<file path="src/rtl/instruction_fetch_unit_if.sv">
// rtl/instruction_fetch_unit_if.sv - instruction memory and decode handshake bundle for the fetch unit
interface instruction_fetch_unit_if;
  logic        imem_read;
  logic [31:0] imem_address;
  logic [31:0] imem_read_data;
  logic [31:0] instr_out;
  logic [31:0] pc_out;
  logic        instr_valid;
  logic        instr_ready;
  logic        redirect_valid;
  logic [31:0] redirect_pc;
  logic        halted;

  modport master (
    output imem_read, imem_address, instr_out, pc_out, instr_valid, halted,
    input  imem_read_data, instr_ready, redirect_valid, redirect_pc
  );

  modport slave (
    input  imem_read, imem_address, instr_out, pc_out, instr_valid, halted,
    output imem_read_data, instr_ready, redirect_valid, redirect_pc
  );
endinterface

</file>
<file path="src/rtl/instruction_fetch_unit.sv">
// rtl/instruction_fetch_unit.sv - PC, instruction memory read strobe and one-entry output register
// Optional FETCH_COUNT_EN adds the fetch_count handshake counter port.
module instruction_fetch_unit #(
  parameter logic [31:0] RESET_PC   = 32'h0000_0000,
  parameter logic [31:0] PC_STEP    = 32'd4,
  parameter logic [31:0] ADDR_LIMIT = 32'd32
) (
  input  logic clk,
  input  logic reset,
`ifdef FETCH_COUNT_EN
  output logic [31:0] fetch_count,
`endif
  instruction_fetch_unit_if.master bus
);

  typedef enum logic [0:0] {FETCH, HALT} state_e;

  state_e      state_q, state_d;
  logic [31:0] pc_q, pc_d;
  logic [31:0] instr_q, instr_d;
  logic [31:0] pc_out_q, pc_out_d;
  logic        valid_q, valid_d;
  logic        halted_q, halted_d;
  logic        read_en;
  logic        load;

  assign load = !valid_q || bus.instr_ready;

  always_ff @(posedge clk) begin
    if (reset) begin
      state_q  <= FETCH;
      pc_q     <= RESET_PC;
      instr_q  <= 32'h0;
      pc_out_q <= 32'h0;
      valid_q  <= 1'b0;
      halted_q <= 1'b0;
    end else begin
      state_q  <= state_d;
      pc_q     <= pc_d;
      instr_q  <= instr_d;
      pc_out_q <= pc_out_d;
      valid_q  <= valid_d;
      halted_q <= halted_d;
    end
  end

  always_comb begin
    state_d  = state_q;
    pc_d     = pc_q;
    instr_d  = instr_q;
    pc_out_d = pc_out_q;
    valid_d  = valid_q;
    halted_d = halted_q;
    read_en  = 1'b0;
    // Redirect squashes the pending word even if decode accepts it this cycle.
    if (bus.redirect_valid) begin
      pc_d     = bus.redirect_pc & ~32'h3;
      valid_d  = 1'b0;
      halted_d = 1'b0;
      state_d  = FETCH;
    end else begin
      case (state_q)
        FETCH: begin
          if (load) begin
            if (pc_q < ADDR_LIMIT) begin
              read_en  = 1'b1;
              instr_d  = bus.imem_read_data;
              pc_out_d = pc_q;
              valid_d  = 1'b1;
              pc_d     = pc_q + PC_STEP;
            end else begin
              state_d  = HALT;
              halted_d = 1'b1;
              valid_d  = 1'b0;
            end
          end
        end
        HALT: begin
          if (valid_q && bus.instr_ready) begin
            valid_d = 1'b0;
          end
        end
        default: state_d = FETCH;
      endcase
    end
  end

  assign bus.imem_read    = read_en && !reset;
  assign bus.imem_address = pc_q;
  assign bus.instr_out    = instr_q;
  assign bus.pc_out       = pc_out_q;
  assign bus.instr_valid  = valid_q;
  assign bus.halted       = halted_q;

`ifdef FETCH_COUNT_EN
  logic [31:0] count_q, count_d;

  always_comb begin
    count_d = count_q;
    if (valid_q && bus.instr_ready && !bus.redirect_valid) begin
      count_d = count_q + 32'd1;
    end
  end

  always_ff @(posedge clk) begin
    if (reset) begin
      count_q <= 32'h0;
    end else begin
      count_q <= count_d;
    end
  end

  assign fetch_count = count_q;
`endif

endmodule

</file>
<file path="src/flat_wrapper.sv">
// flat-port wrapper written by rule: the top's interface ports become plain ports
module instruction_fetch_unit_flat 
#(
  parameter logic [31:0] RESET_PC   = 32'h0000_0000,
  parameter logic [31:0] PC_STEP    = 32'd4,
  parameter logic [31:0] ADDR_LIMIT = 32'd32
)
  (clk, reset, bus_imem_read, bus_imem_address, bus_instr_out, bus_pc_out, bus_instr_valid, bus_halted, bus_imem_read_data, bus_instr_ready, bus_redirect_valid, bus_redirect_pc);
  instruction_fetch_unit_if bus_i ();
  input  logic clk;
  input  logic reset;
  output wire logic [$bits(bus_i.imem_read)-1:0] bus_imem_read;
  output wire logic [$bits(bus_i.imem_address)-1:0] bus_imem_address;
  output wire logic [$bits(bus_i.instr_out)-1:0] bus_instr_out;
  output wire logic [$bits(bus_i.pc_out)-1:0] bus_pc_out;
  output wire logic [$bits(bus_i.instr_valid)-1:0] bus_instr_valid;
  output wire logic [$bits(bus_i.halted)-1:0] bus_halted;
  input wire logic [$bits(bus_i.imem_read_data)-1:0] bus_imem_read_data;
  input wire logic [$bits(bus_i.instr_ready)-1:0] bus_instr_ready;
  input wire logic [$bits(bus_i.redirect_valid)-1:0] bus_redirect_valid;
  input wire logic [$bits(bus_i.redirect_pc)-1:0] bus_redirect_pc;
  assign bus_imem_read = bus_i.imem_read;
  assign bus_imem_address = bus_i.imem_address;
  assign bus_instr_out = bus_i.instr_out;
  assign bus_pc_out = bus_i.pc_out;
  assign bus_instr_valid = bus_i.instr_valid;
  assign bus_halted = bus_i.halted;
  assign bus_i.imem_read_data = bus_imem_read_data;
  assign bus_i.instr_ready = bus_instr_ready;
  assign bus_i.redirect_valid = bus_redirect_valid;
  assign bus_i.redirect_pc = bus_redirect_pc;
  instruction_fetch_unit #(.RESET_PC(RESET_PC), .PC_STEP(PC_STEP), .ADDR_LIMIT(ADDR_LIMIT)) u_core (.clk(clk), .reset(reset), .bus(bus_i));
endmodule
</file>
<file path="config.mk">
export PLATFORM = sky130hd
export DESIGN_NAME = instruction_fetch_unit_flat
export DESIGN_NICKNAME = d
export VERILOG_FILES = /design/src/rtl/instruction_fetch_unit_if.sv /design/src/rtl/instruction_fetch_unit.sv /design/src/flat_wrapper.sv
export SDC_FILE = /design/constraint.sdc
export NUM_CORES = 1
export LEC_CHECK = 0
export BUFFER_PORTS_ARGS = -buffer_cell sky130_fd_sc_hd__buf_2
export CAP_MARGIN = 10
export CELL_PAD_IN_SITES_DETAIL_PLACEMENT = 1
export CELL_PAD_IN_SITES_GLOBAL_PLACEMENT = 1
export CORE_MARGIN = 2
export CORE_UTILIZATION = 31
export DETAILED_ROUTE_END_ITERATION = 10
export PLACE_DENSITY = 0.79
export SETUP_SLACK_MARGIN = 0.4
export SLEW_MARGIN = 0
export SYNTH_ARGS = -nofsm -noshare
export SYNTH_HDL_FRONTEND = slang
export SYNTH_SLANG_ARGS = --single-unit
</file>
<file path="constraint.sdc">
create_clock -name clk -period 2.6 [get_ports clk]
set_input_delay 0.13 -clock clk [delete_from_list [all_inputs] [get_ports clk]]
set_output_delay 0.13 -clock clk [all_outputs]
set_load 0.03 [all_outputs]
</file>
==> results.cfg <==
[outcome]
run_status = complete, no violations

[setup_path]
end_kind = output port
critPathArrivalTime_ns = 1.91
cp_max_fo = 9
cp-start-kind = flop
required_ns = 2.47
worstSetupPathType = flop to output port

[timing]
hold_ws_ns = 0.00710
relSlewSlack = 0.413
slew_viol_final = 0
period_share = 0.785
fmax_mhz = 490
worst_pin_slew_ns = 0.881
setup_slack_ns = 0.559
period_minus_slack_ns = 2.04
final.setup_skew_ns = 0.00993
rsz0062_at_grt = false
setup_viol = 0
fin_setup_tns_ns = 0
hold_violations = 0

[global_route]
grt_pass1_wl_um = 15500
grt_max_degree = 60
grt_pass1_vias = 3022
overflow = 0
antenna_found_initial = 0
track_usage = 0.153

[logic_synthesis]
avgSynthCellArea_um2 = 10.9
synth_seq_cells = 95
synthTopCellsByArea = dfxtp_1, nand2b_1, mux2i_1
synth_top_area_frac = 0.533
synth_edf_count = 0
async_flop_share = 0
synth_most_common_cell = dfxtp_1
yosysWarnings = 0
yosysUniqueCellTypes = 33
synth_ff_type = dfxtp_1
synth_commonest_cells = dfxtp_1, nand2b_1, mux2i_1
syn_area_um2 = 3570
ys_seq_area_frac = 0.533
synth_largest_area_cell = dfxtp_1
syn_inst = 329

[power]
powerDensity_nw_per_um2 = 633
max-vdd-ir-drop_v = 0.000280
p_leak_nw = 2.57

[floorplanning]
die_y_um = 111
die-area_um2 = 12400
pin_count = 167
start_util = 0.315
core_um2 = 11300
fp.dieW_um = 111
rows = 39

[cells_and_area]
fin_nets = 569
area_growth_pct = 39.5
nFillCells = 1307
diodes = 0
layout-drive-gt1-share = 0.382

[clocking]
clock_sinks = 95
cts-root-buf = clkbuf_16
post-cts-setup-buffer-count = 0
htreeDepth = 3
cts_tree = yes
clkTransAtPathRegs_ns = 0.08
clock_path_buffers = 2
clk_latency_ns = 0.35
numCtsBuffers = 9

[place]
port_buffers = 160
pre_cts_ws_ns = 0.612
finalWeightedCongestion = 0.722
dp_hpwl_um = 6640

[hold_path]
hp-class = primary input to flop

[route]
first_pass_iters = 4
viasPerCell = 4.55
wl_um = 9670
via_count = 2949
drt_iter0_drc = 93
antenna_left = 0
wl_per_cell_um = 14.9
drcViolationCount = 0

[run]
max_cap_viol_count = 0
## layout by cell type (no fill, tap or decap), drive strengths merged, types with 2 or more instances in the layout
master / instances
a21oi: 2
nand2: 2
nor2: 11
nand2b: 70
nor4: 6
nor2b: 2
dlygate4sd3: 18
a22o: 21
o21a: 3
a2111oi: 2
a311oi: 3
mux2i: 41
inv: 5
dfxtp: 95
clkbuf: 10
conb: 4
and2: 27
nand4: 2
buf: 165
and3: 2
nor3: 2
clkinv: 2
## critical path, cell delays in order, from the launching register on
cell	delay (ns)
dfxtp_1	0.36
nor4_4	0.32
and4_4	0.26
buf_4	0.16
nand3_1	0.11
nor3_2	0.14
clkbuf_4	0.22
## repair_timing
item,CTS,global route
resized for setup,0,9
hold endpoints to repair,18,0
hold buffers,18,0
endpoints found under the setup margin,0,1
## final cells by class
cell class / count / area, µm² / area share
sequential: 95 / 1900 / 0.382
multi-input combinational: 209 / 1570 / 0.315
timing repair buffer: 184 / 1030 / 0.207
clock buffer: 9 / 225 / 0.0452
tap: 143 / 179 / 0.0359
clock inverter: 7 / 72.6 / 0.0146
inverter: 1 / 3.75 / 0.000754
## logic make-up (layout without fill, tap and decap cells)
family	Yosys count	after routing	share of synthesized area
and+or+nand+nor	128	128	0.218
DFF	95	95	0.533
muxes	41	41	0.115
AOI/OAI and AO/OA	35	35	0.0845
buffers and inverters	28	201	0.0449
adders and majority gates	1	1	0.00350
other	1	4	0.00105
## per-stage QoR
stage	utilization	total power (W)	std cells	area, µm²
finish	0.440	0.00315	648	4980
global route	0.440	0.00328	648	4980
CTS	0.436	0.00317	648	4930
detailed placement	0.394	0.00185	614	4460
global placement	0.394	0.00183	614	4460
floorplan	-	0.00174	332	3580
## metal layers
metal,share of wire,vias to the layer above,global-route usage
li1,-,1451,-
met1,0.44,1380,0.187
met2,0.48,106,0.262
met3,0.061,12,0.0377
met4,0.018,0,0.0568
met5,0,-,0
## report_power, final
group,internal (W),switching (W)
combinational,0.000144,0.000181
clock,0.000679,0.000628
sequential,0.00149,0.0000323
## flip-flops by register name, summed over array words and instances (netlist names)
register,cells
u_core.bus.halted,1
u_core.bus.instr_valid,1
u_core.bus.pc_out,30
u_core.bus.imem_address,30
u_core.state_q,1
u_core.bus.instr_out,32
## path summary, 6_finish.rpt
path	cells past startpoint	to	startpoint	slack, ns
setup / recovery	6	bus_imem_read	u_core.bus.imem_address[31]	0.56
setup reg to reg	6	u_core.bus.instr_out[20]	u_core.bus.imem_address[31]	0.69
hold / removal	2	u_core.bus.imem_address[14]	bus_redirect_pc[14]	0.007
hold reg to reg	1	u_core.bus.pc_out[31]	u_core.bus.pc_out[31]	0.46
No activity file was read; power rests on OpenSTA's default activity.
